**src/rtl/i2c_wr_ctrl.sv**
```systemverilog
// Write-only I2C master for the audio codec control port: one {7-bit reg, 9-bit data}
// word per frame, framed as device byte + two payload bytes, each ACK-checked.
`timescale 1ns/1ps
module i2c_wr_ctrl #(
  parameter int         CLK_DIV  = 125,
  parameter logic [6:0] DEV_ADDR = 7'h1A
) (
  input  logic       i_clk,
  input  logic       i_rst,
  input  logic       i_enb,
  input  logic [6:0] i_addr,
  input  logic [8:0] i_data,
  output logic       o_next,
  output logic       o_done,
  output logic       o_scl,
  output logic       o_sda_oe,
  input  logic       i_sda,
  output logic       o_ack_err
);

  localparam int DIV_W = (CLK_DIV > 2) ? $clog2(CLK_DIV) : 1;

  typedef enum logic [2:0] {IDLE, START, SHIFT, ACK, STOP, BUF} state_t;

  state_t      state, state_nxt;
  logic [DIV_W-1:0] div_cnt, div_nxt;
  logic [1:0]  q, q_nxt;
  logic [2:0]  bit_idx, bit_nxt;
  logic [1:0]  byte_idx, byte_nxt;
  logic [23:0] shreg, shreg_nxt;
  logic        nack, nack_nxt;
  logic        err_nxt, scl_nxt, oe_nxt, next_nxt;
  logic        tick, slot_end;

  assign tick     = (div_cnt == DIV_W'(CLK_DIV - 1));
  assign slot_end = tick && (q == 2'd3);

  // NOTE: every variable gets a default before the case so no path leaves it unassigned (no latches).
  always_comb begin
    state_nxt = state;
    div_nxt   = tick ? '0 : div_cnt + 1'b1;
    q_nxt     = tick ? q + 2'd1 : q;
    bit_nxt   = bit_idx;
    byte_nxt  = byte_idx;
    shreg_nxt = shreg;
    nack_nxt  = nack;
    err_nxt   = o_ack_err;
    next_nxt  = 1'b0;

    unique case (state)
      IDLE: begin
        if (i_enb) begin
          shreg_nxt = {DEV_ADDR, 1'b0, i_addr, i_data};
          state_nxt = START;
        end
      end
      START: begin
        if (slot_end) begin
          state_nxt = SHIFT;
          bit_nxt   = 3'd0;
          byte_nxt  = 2'd0;
        end
      end
      SHIFT: begin
        if (slot_end) begin
          shreg_nxt = {shreg[22:0], 1'b0};
          if (bit_idx == 3'd7) state_nxt = ACK;
          else                 bit_nxt   = bit_idx + 3'd1;
        end
      end
      ACK: begin
        // Slave's answer is taken at the end of Q2, just before SCL has been high a full quarter.
        if (tick && q == 2'd2) nack_nxt = i_sda;
        if (slot_end) begin
          if (nack) begin
            err_nxt   = 1'b1;
            state_nxt = STOP;
          end else if (byte_idx == 2'd2) begin
            state_nxt = STOP;
          end else begin
            state_nxt = SHIFT;
            byte_nxt  = byte_idx + 2'd1;
            bit_nxt   = 3'd0;
          end
        end
      end
      STOP: begin
        if (slot_end) begin
          state_nxt = BUF;
          next_nxt  = 1'b1;
        end
      end
      BUF: begin
        if (slot_end) begin
          if (i_enb) begin
            shreg_nxt = {DEV_ADDR, 1'b0, i_addr, i_data};
            state_nxt = START;
          end else begin
            state_nxt = IDLE;
          end
        end
      end
      default: state_nxt = IDLE;
    endcase

    if (state_nxt != state || state == IDLE) begin
      div_nxt = '0;
      q_nxt   = '0;
    end

    // Pin levels are decoded from the next state so they leave a flop glitch-free.
    scl_nxt = 1'b1;
    oe_nxt  = 1'b0;
    unique case (state_nxt)
      START: begin
        scl_nxt = (q_nxt != 2'd3);
        oe_nxt  = q_nxt[1];
      end
      SHIFT: begin
        scl_nxt = q_nxt[1];
        oe_nxt  = ~shreg_nxt[23];
      end
      ACK:  scl_nxt = q_nxt[1];
      STOP: begin
        scl_nxt = q_nxt[1];
        oe_nxt  = (q_nxt != 2'd3);
      end
      default: ;
    endcase
  end

  // NOTE: sequential state uses non-blocking assignments so all flops update together.
  always_ff @(posedge i_clk) begin
    if (i_rst) begin
      state     <= IDLE;
      div_cnt   <= '0;
      q         <= '0;
      bit_idx   <= '0;
      byte_idx  <= '0;
      nack      <= 1'b0;
      o_scl     <= 1'b1;
      o_sda_oe  <= 1'b0;
      o_next    <= 1'b0;
      o_done    <= 1'b1;
      o_ack_err <= 1'b0;
    end else begin
      state     <= state_nxt;
      div_cnt   <= div_nxt;
      q         <= q_nxt;
      bit_idx   <= bit_nxt;
      byte_idx  <= byte_nxt;
      nack      <= nack_nxt;
      o_scl     <= scl_nxt;
      o_sda_oe  <= oe_nxt;
      o_next    <= next_nxt;
      o_done    <= (state_nxt == IDLE);
      o_ack_err <= err_nxt;
    end
  end

  // NOTE: the shift register is pure datapath, always loaded before use, so it needs no reset.
  always_ff @(posedge i_clk) begin
    shreg <= shreg_nxt;
  end

endmodule
```
**config.mk**
```make
export PLATFORM = sky130hd
export DESIGN_NAME = i2c_wr_ctrl
export DESIGN_NICKNAME = d
export VERILOG_FILES = /design/src/rtl/i2c_wr_ctrl.sv
export SDC_FILE = /design/constraint.sdc
export NUM_CORES = 1
export LEC_CHECK = 0
export ABC_CLOCK_PERIOD_IN_PS = 6000
export BUFFER_PORTS_ARGS = -buffer_cell sky130_fd_sc_hd__buf_4
export CAP_MARGIN = 0
export CORE_MARGIN = 1.5
export CORE_UTILIZATION = 30
export CTS_CLUSTER_DIAMETER = 40
export DETAILED_ROUTE_END_ITERATION = 8
export GPL_TIMING_DRIVEN = 0
export PLACE_DENSITY = 0.46
export SLEW_MARGIN = 5
export SYNTH_ARGS = -nofsm -noshare
export SYNTH_HDL_FRONTEND = slang
export SYNTH_SLANG_ARGS = --single-unit
```
**constraint.sdc**
```tcl
create_clock -name i_clk -period 6 [get_ports i_clk]
set_input_delay 0.3 -clock i_clk [delete_from_list [all_inputs] [get_ports i_clk]]
set_output_delay 0.3 -clock i_clk [all_outputs]
set_load 0.02 [all_outputs]
```
After elaboration in Yosys (flattened, before gate mapping) --
Index checks and enable logic that the tools add are counted.
Word-level totals: flip-flop bits (word level) 47, input bits 20, output and inout port bits 5
Cells by class: $add $sub $neg 4, equality and inequality tests 23, muxes and demuxes 32, bitwise logic cells 2, reduce and logical (&&, ||, !) cells 16
Operators with widths (count):
- two-way mux 24 bit | 3
- case mux 24 bit (3 select lines) | 1
- two-way mux 3 bit | 15
- case mux 3 bit (6 select lines) | 1
- inequality test 2 bit (second input constant) | 8
- == test 3 x 2 -> 1 bit (second input constant) | 4
- == test 3 bit (second input constant) | 4
- two-way mux 2 bit | 6
- case mux 3 bit (3 select lines) | 1
- adder 7 x 1 -> 7 bit (second input constant) | 1
- == test 7 bit (second input constant) | 1
- AND reduction 7 bit | 1
- == test 2 bit (second input constant) | 3
- == test 3 x 1 -> 1 bit (second input constant) | 2
- zero test 3 bit | 2
- AND reduction 3 bit | 2
- nonzero test 3 bit | 2
- OR reduction 3 bit | 2
- AND reduction 5 bit | 1
- adder 2 x 1 -> 2 bit (second input constant) | 2
- case mux 2 bit (2 select lines) | 1
- adder 3 x 1 -> 3 bit (second input constant) | 1
- inequality test 3 bit | 1
- case mux 1 bit (3 select lines) | 1
- other kinds (8) | 11

Logic depth before layout (Yosys ltp) --
Gate-level depths: netlist of run 1.
word-level depth 10, mapped depth 9, mapped depth without buffers 7

Worst setup path before layout of run 1 --
No wires, ideal clock.
kind register to register, from register, netlist name div_cnt[0], to register shreg[12] (data pin), library setup time 0.266 ns, arrival time 1.867 ns, required time 5.734 ns, setup slack 3.867 ns, stages on the path, launching flop included 10, buffers on the path 3, clock period less this slack 2.133 ns, cell sequence dfxtp_1 > inv_1 > ha_1 > and4_1 > buf_6 > a31oi_1 > or2_1 > clkbuf_1 > clkbuf_1 > o21ai_1
RTL lines:
- end signal, assigned | line 163 | shreg <= shreg_nxt;
- end, declared | line 30 | logic [23:0] shreg, shreg_nxt;

==> results.toml, run 1 <==
[outcome]
status = "finished, final reports clean"

[power_and_ir_drop]
power_uw = 628
p_leak_uw = 0.00106
ir_drop_mv = 0.106
power_density_mw_per_mm2 = 225

[global_routing]
grt_pass1_vias = 1780
grt_usage_pct = 12.9
grt_overflow = 0
grt_pass1_wl_um = 8580
grt_max_degree = 24
antenna_found_initial = 0

[worst_setup_path]
cp_slowest_cell = "clkbuf_1"
crit_top_cell = "clkbuf_1"
cp_max_fo = 10
crit_path_max_incr_delay_ns = 0.41
path_delay_family = "buffers and inverters"
r2r-end = "shreg[4]$_DFFE_PP_"
cp-end-kind = "flip-flop"
r2r_setup_slack_ns = 3.41
start_kind = "flip-flop"
path_cells = "inv_1 -> ha_1 -> and4_1 -> buf_6 -> a31oi_1 -> or2_1 -> clkbuf_1 -> clkbuf_1 -> o21ai_1"
cp.buffers_inverters = 4
cp.required_ns = 6.03
worstPathArrival_ns = 2.62
r2r_cells = 9
r2r_start = "div_cnt[0]$_SDFF_PP0_"
path_class = "reg2reg"

[min_path]
hp-start = "i_rst"
worstHoldPathCells = 2
holdCritPathClass = "in2reg"
hold_end = "state[1]$_SDFF_PP0_"

[clocking]
ctsHoldBuffers = 0
cts_resized = 0
cts_tree = "yes"
htreeDepth = 2
insertion_delay_ns = 0.30
numCtsBuffers = 5
cts_sinks = 47
cts_setup_buffers = 0
root_buffer = "clkbuf_8"
clockBufferDepth = 2
clk_pin_slew_ns = 0.08

[place]
placed_area_mm2 = 0.00271
port_buffers = 24
pre_cts_ws_ns = 3.40
routabilityCongestion = 0.769
dp.cells = 367
dp_hpwl_um = 3690

[drt]
via_per_inst = 4.92
drt_iter0_markers = 53
drc = 0
route.met3.wl_um = 165
ant_nets = 0
routed_wl_um = 5260
met2_length_um = 2350
wl_met1_um = 2660
firstDrtPassIters = 4
routed-via-count = 1845
avgRoutedWirePerCell_um = 14.0
top_layer_used = "met4"

[floorplanning]
coreArea_mm2 = 0.00773
ioPinCount = 25
dieArea_mm2 = 0.00855
rows = 32
die_h_um = 92.4
die_width_um = 92.4
initial_core_util_pct = 31.1

[synth]
postSynthCellCount = 241
netlist_area_mm2 = 0.00240
ys_warn_count = 0
synth_top_cell_by_area = "edfxtp_1"
synth-edff-count = 23
netlist.area_leader.share_pct = 28.8
ys_ff_latch = 47
syn_nets = 268
yosysSeqAreaShare_pct = 48.8
ys_types = 48
syn_area_per_cell_um2 = 9.96
yosys-top-cells-area = "edfxtp_1 (29%), dfxtp_1 (20%), mux2i_1 (7.5%), nand2_1 (4.7%), o21ai_1 (4.4%)"
synthFlopType = "dfxtp_1"
synthArstFlopShare_pct = 0

[sta]
fin_crit_sh_pct = 43.2
fin_crit_ns = 2.59
clock_skew_ns = 0.00740
rsz0062_at_grt = "false"
final-setup-viol-count = 0
finalMaxSlewViolations = 0
finalHoldViolCount = 0
tightest_slew_ns = 1.04
setup_ws_ns = 3.41
final.setup.tns_ns = 0
slew_headroom_pct = 30.8
fmax_ghz = 0.386

[finish]
drive_gt1_share_pct = 15.8
fin_cells = 375
nNetsFinal = 299
syn_to_final_growth_pct = 16.2
fin_area_mm2 = 0.00279
antenna_cells = 0

[run]
drv_cap = 0
==> cells in the mapped netlist (2+ instances only) <==
library cell,instances
or2_1,2
o21ai_1,21
nor3_1,2
buf_2,2
mux2i_1,18
nand3_1,7
nand4b_1,2
xor2_1,4
nand4_1,4
edfxtp_1,23
a22o_1,5
xnor2_1,4
nand2_1,30
and3_1,3
or3_1,4
nor2_1,23
a31oi_1,2
clkbuf_1,8
dfxtp_1,24
ha_1,7
a21oi_1,9
inv_1,9
nor4_1,2
and4_1,2
==> layout make-up <==
type                            instances  area, um^2
Multi-Input combinational cell        173        1140
Inverter                                9        33.8
Timing Repair Buffer                   24         180
Clock inverter                          2        7.51
Fill cell                             806        4940
Buffer                                 12        55.1
Clock buffer                            6        72.6
Sequential cell                        47        1170
Tap cell                              102         128
==> power breakdown <==
group	internal (uW)	switching [uW]
Clock	79.8	105
Sequential	367	12.7
Combinational	28.8	35.1
==> cells by family after synthesis <==
kind of cell,share of synthesized area (%)
AND/OR/NAND/NOR,19.5
XOR/XNOR,2.92
flip-flops,48.8
buffers and inverters,3.70
AO/OA/AOI/OAI,13.9
multiplexers,7.51
adder cells (fa/ha/maj),3.65
==> metal layers <==
layer | GRT usage (%) | vias to the layer above
met5 | 0 | -
met4 | 5.51 | 0
li1 | - | 939
met1 | 17.4 | 866
met3 | 2.55 | 6
met2 | 19.9 | 34
==> per-stage QoR <==
| stage | hold WS [ns] | utilization, % |
|---|---|---|
| floorplan | 0.381 | - |
| global placement | 0.445 | 35.0 |
| detailed placement | 0.454 | 35.0 |
| CTS | 0.206 | 36.1 |
| global route | 0.213 | 36.1 |
| finish | 0.220 | 36.1 |
==> worst max path at each step <==
| stage | cells after the start | start | to |
|---|---|---|---|
| CTS | 9 | div_cnt[0]$_SDFF_PP0_ | shreg[6]$_DFFE_PP_ |
| global placement | 9 | div_cnt[0]$_SDFF_PP0_ | shreg[9]$_DFFE_PP_ |
| floorplan | 9 | div_cnt[0]$_SDFF_PP0_ | shreg[12]$_DFFE_PP_ |
| finish | 9 | div_cnt[0]$_SDFF_PP0_ | shreg[4]$_DFFE_PP_ |
| global route | 4 | state[0]$_SDFF_PP0_ | shreg[6]$_DFFE_PP_ |
| detailed placement | 9 | div_cnt[0]$_SDFF_PP0_ | shreg[6]$_DFFE_PP_ |
==> worst register-to-register path: stages (launching register included) <==
cell      delay (ns)
dfxtp_1         0.37
inv_1           0.06
ha_1            0.22
and4_1          0.22
buf_6           0.14
a31oi_1         0.25
or2_1           0.14
clkbuf_1        0.38
clkbuf_1        0.41
o21ai_1         0.15
==> flip-flops by register name (all words and copies together) (netlist names) <==
register and count:
shreg 24, state 3, div_cnt 7, q 2, bit_idx 3, byte_idx 2
o_done 1, o_ack_err 1, nack 1, o_scl 1, o_next 1, o_sda_oe 1
==> layout by cell type (no fill, tap or decap), types with 7 or more instances in the layout <==
cell,n
ha_1,7
inv_1,9
dfxtp_1,24
edfxtp_1,23
buf_4,24
a21oi_1,9
nand3_1,7
nand2_1,30
o21ai_1,21
clkbuf_1,9
mux2i_1,18
nor2_1,23
No activity file was read; power rests on OpenSTA's default activity.
==> run 2: changes to the inputs <==
Settings changed: ABC_CLOCK_PERIOD_IN_PS 6000 to 2700.
Clock period 6 ns to 2.7 ns, I/O delays scaled along.
==> results.toml, run 2 (synthesized netlist as in run 1, its figures left out) <==
[outcome]
status = "finished, final reports clean"

[clocking]
root_buffer = "clkbuf_8"
cts_tree = "yes"
clk_pin_slew_ns = 0.08
insertion_delay_ns = 0.30
ctsHoldBuffers = 0
cts_sinks = 47
htreeDepth = 2
numCtsBuffers = 5
clockBufferDepth = 2

[worst_setup_path]
worstPathArrival_ns = 2.50
path_class = "reg2reg"
r2r_setup_slack_ns = 0.25
start_kind = "flip-flop"
cp-end-kind = "flip-flop"
cp_max_fo = 10
cp.required_ns = 2.74
r2r-end = "shreg[4]$_DFFE_PP_"
r2r_cells = 9
r2r_start = "div_cnt[0]$_SDFF_PP0_"

[finish]
antenna_cells = 0
drive_gt1_share_pct = 16.5
fin_util_pct = 36.1
largest_reg_flops = 24
syn_to_final_growth_pct = 16.3
final_cell_mix = "nand2_1 (30), dfxtp_1 (24), buf_4 (24)"
largest_register = "shreg"
nNetsFinal = 299
final_common_cell = "nand2_1"
fin_area_mm2 = 0.00279
top_regs = "shreg: 24 flops, div_cnt: 7 flops"
fillers = 805

[sta]
final.setup.tns_ns = 0
finalHoldViolCount = 0
fin_crit_sh_pct = 90.8
final-setup-viol-count = 0
finalMaxSlewViolations = 0
rsz0062_at_grt = "false"
setup_ws_ns = 0.247
hold_slack_ns = 0.0554
fmax_ghz = 0.408
fin_crit_ns = 2.45
slew_headroom_pct = 49.1
tightest_slew_ns = 0.763
clock_skew_ns = 0.00744

[global_routing]
use_met3_pct = 2.55
busiest_layer = "met2"
antenna_found_initial = 0
grt_pass1_vias = 1780
grt_max_degree = 24
grt_overflow = 0
met1_usage_pct = 17.4
grt_usage_pct = 12.9
met2_usage_pct = 19.9
grt_pass1_wl_um = 8580

[drt]
drc = 0
avgRoutedWirePerCell_um = 14.0
routed-via-count = 1845
routed_wl_um = 5260
firstDrtPassIters = 4
ant_nets = 0
drt_iter0_markers = 53
via_per_inst = 4.92

[min_path]
worstHoldPathCells = 2
hold_end = "state[1]$_SDFF_PP0_"
hp-start = "i_rst"
holdCritPathClass = "in2reg"

[floorplanning]
ioPinCount = 25
rows = 32
initial_core_util_pct = 31.1
coreArea_mm2 = 0.00773
die_width_um = 92.4
die_h_um = 92.4
dieArea_mm2 = 0.00855

[place]
port_buffers = 24
dp_hpwl_um = 3690
routabilityCongestion = 0.769
placed_area_mm2 = 0.00271
pre_cts_ws_ns = 0.0980

[run]
drv_cap = 0

[power_and_ir_drop]
p_leak_uw = 0.00106
ir_drop_mv = 0.235
power_density_mw_per_mm2 = 501
[run 2: what timing repair did]
action                     4_1_cts  5_1_grt
buffers inserted                 0        0
setup endpoints to repair        0       33
gates resized for setup          0        3
[run 2: critical path: stages (launching register included)]
cell	delay (ns)
dfxtp_1	0.37
inv_1	0.06
ha_1	0.22
and4_1	0.22
buf_6	0.14
a31oi_1	0.25
or2_1	0.14
clkbuf_1	0.38
clkbuf_2	0.32
o21ai_1	0.11
[run 2: how the worst max path moves through the flow]
stage	slack (ns)	start	cells past startpoint	end
after floorplan	0.57	div_cnt[0]$_SDFF_PP0_	9	shreg[12]$_DFFE_PP_
after global placement	0.07	div_cnt[0]$_SDFF_PP0_	9	shreg[9]$_DFFE_PP_
after detailed placement	0.1	div_cnt[0]$_SDFF_PP0_	9	shreg[6]$_DFFE_PP_
after CTS	0.09	div_cnt[0]$_SDFF_PP0_	9	shreg[6]$_DFFE_PP_
after global routing	0.08	div_cnt[0]$_SDFF_PP0_	9	shreg[9]$_DFFE_PP_
final	0.25	div_cnt[0]$_SDFF_PP0_	9	shreg[4]$_DFFE_PP_
[run 2: per-layer routing]
metal	share of wire (%)	up-vias
met5	0	-
met4	1.7	0
met3	3.1	6
met2	45	34
met1	51	866
li1	-	939
[run 2: report_power, final]
part,internal [uW],leakage (uW),switching (uW)
Sequential,816,0.000438,28.2
Clock,177,0.0000403,233
Combinational,64.6,0.000582,78.1
[run 2: stage by stage]
| step | std cells | total power [uW] |
|---|---|---|
| after floorplan | 241 | 946 |
| after global placement | 367 | 1000 |
| after detailed placement | 367 | 1010 |
| after CTS | 375 | 1420 |
| after global routing | 375 | 1460 |
| final | 375 | 1400 |
[run 2: final cells by class]
type                    count  area [um^2]  area share (%)
well taps                 102          128            4.57
clock inverters             2         7.51           0.269
repair buffers             24          180            6.46
multi-input cells         173         1140            40.9
plain buffers              12         56.3            2.02
flip-flops and latches     47         1170            42.0
clock buffers               6         72.6            2.60
inverters                   9         33.8            1.21
==> run 3: changes to the inputs <==
Settings changed: CAP_MARGIN 0 to default, RECOVER_POWER from default to 100.
==> results.toml, run 3 (synthesized netlist as in run 1, its figures left out) <==
[floorplanning]
die_width_um = 92.4
rows = 32
dieArea_mm2 = 0.00855
ioPinCount = 25
die_h_um = 92.4
coreArea_mm2 = 0.00773
initial_core_util_pct = 31.1

[worst_setup_path]
cp_max_fo = 4
worstPathArrival_ns = 2.76
start_kind = "flip-flop"
cp.required_ns = 2.94
path_class = "reg2reg"
cp-end-kind = "flip-flop"

[finish]
top_regs = "shreg: 24 flops, div_cnt: 7 flops"
largest_register = "shreg"
largest_reg_flops = 24
drive_gt1_share_pct = 13.2
nNetsFinal = 299
antenna_cells = 0
syn_to_final_growth_pct = 14.7
final_common_cell = "nand2_1"
final_cell_mix = "nand2_1 (30), dfxtp_1 (24), nor2_1 (23), edfxtp_1 (23), buf_4 (19)"

[sta]
finalHoldViolCount = 0
clock_skew_ns = 0.00583
tightest_slew_ns = 0.753
fin_crit_sh_pct = 93.4
fin_crit_ns = 2.52
fmax_ghz = 0.396
setup_ws_ns = 0.178
final-setup-viol-count = 0
finalMaxSlewViolations = 0
rsz0062_at_grt = "false"
final.setup.tns_ns = 0
slew_headroom_pct = 49.8
hold_slack_ns = 0.0514

[global_routing]
grt_pass1_vias = 1780
antenna_found_initial = 0
grt_max_degree = 24
grt_pass1_wl_um = 8580
grt_overflow = 0
grt_usage_pct = 12.9

[clocking]
numCtsBuffers = 5
cts_tree = "yes"
root_buffer = "clkbuf_8"
htreeDepth = 2
insertion_delay_ns = 0.30
clk_pin_slew_ns = 0.09
clockBufferDepth = 2
cts_sinks = 47

[place]
port_buffers = 24
dp_hpwl_um = 3690
routabilityCongestion = 0.769
pre_cts_ws_ns = 0.0980

[drt]
avgRoutedWirePerCell_um = 14.0
routed-via-count = 1814
via_per_inst = 4.84
drc = 0
ant_nets = 0
routed_wl_um = 5260
firstDrtPassIters = 4
drt_iter0_markers = 63

[power_and_ir_drop]
p_leak_uw = 0.00103
ir_drop_mv = 0.236
power_density_mw_per_mm2 = 505

[run]
drv_cap = 0

[min_path]
holdCritPathClass = "in2reg"

[outcome]
status = "finished, final reports clean"
run 3: changes by cell type in the layout (fill, tap and decap cells not counted), moves of 5 or more:
cell | before | now
o21ai_0 | 0 | 18
o21ai_1 | 21 | 4
clkbuf_1 | 8 | 14
buf_4 | 24 | 19
run 3: worst paths after layout:
kind | startpoint | endpoint | slack (ns) | depth (start not counted)
hold reg to reg | bit_idx[1]$_SDFFE_PP0P_ | bit_idx[1]$_SDFFE_PP0P_ | 0.46 | 2
setup reg to reg | bit_idx[0]$_SDFFE_PP0P_ | o_sda_oe$_SDFF_PP0_ | 0.18 | 7
hold / removal | i_rst | state[2]$_SDFF_PP0_ | 0.05 | 2
setup / recovery | bit_idx[0]$_SDFFE_PP0P_ | o_sda_oe$_SDFF_PP0_ | 0.18 | 7
run 3: power by group:
group	total, uW	internal (uW)	leakage, uW	switching (uW)
combinational	135	60.6	0.000553	74.5
clock	411	177	0.0000403	233
sequential	844	816	0.000438	28.3
total	1390	1050	0.00103	336
run 3: timing repair:
item / 4_1_cts / 5_1_grt
hold buffers: 0 / 0
setup buffers: 0 / 0
gates resized for setup: 0 / 3
endpoints found under the setup margin: 0 / 33
run 3: layer usage:
metal | global-route usage (%) | vias to the layer above | part of all wire [%]
li1 | - | 935 | -
met1 | 17.4 | 844 | 51
met2 | 19.9 | 29 | 44
met3 | 2.55 | 6 | 2.9
met4 | 5.51 | 0 | 1.7
met5 | 0 | - | 0
run 3: worst max-delay path: stages (launching register included):
cell       delay (ns)
dfxtp_1          0.33
ha_1             0.20
ha_1             0.21
or4b_1           0.59
a2111oi_4        0.41
o21ai_0          0.26
or3_1            0.36
nand3_1          0.09
run 3: final cells by class:
cell class | count | area [um^2]
Fill cell | 811 | 4970
Multi-Input combinational cell | 173 | 1120
Timing Repair Buffer | 24 | 161
Clock inverter | 2 | 7.51
Tap cell | 102 | 128
Inverter | 9 | 33.8
Sequential cell | 47 | 1170
Clock buffer | 6 | 72.6
Buffer | 12 | 56.3
run 3: per-stage QoR:
step	std cells	area [um^2]	utilization (%)	power [uW]
after floorplan	241	2400	-	946
after global placement	367	2710	35.0	1000
after detailed placement	367	2710	35.0	1010
after CTS	375	2790	36.1	1420
after global routing	375	2750	35.6	1460
final	375	2750	35.6	1390
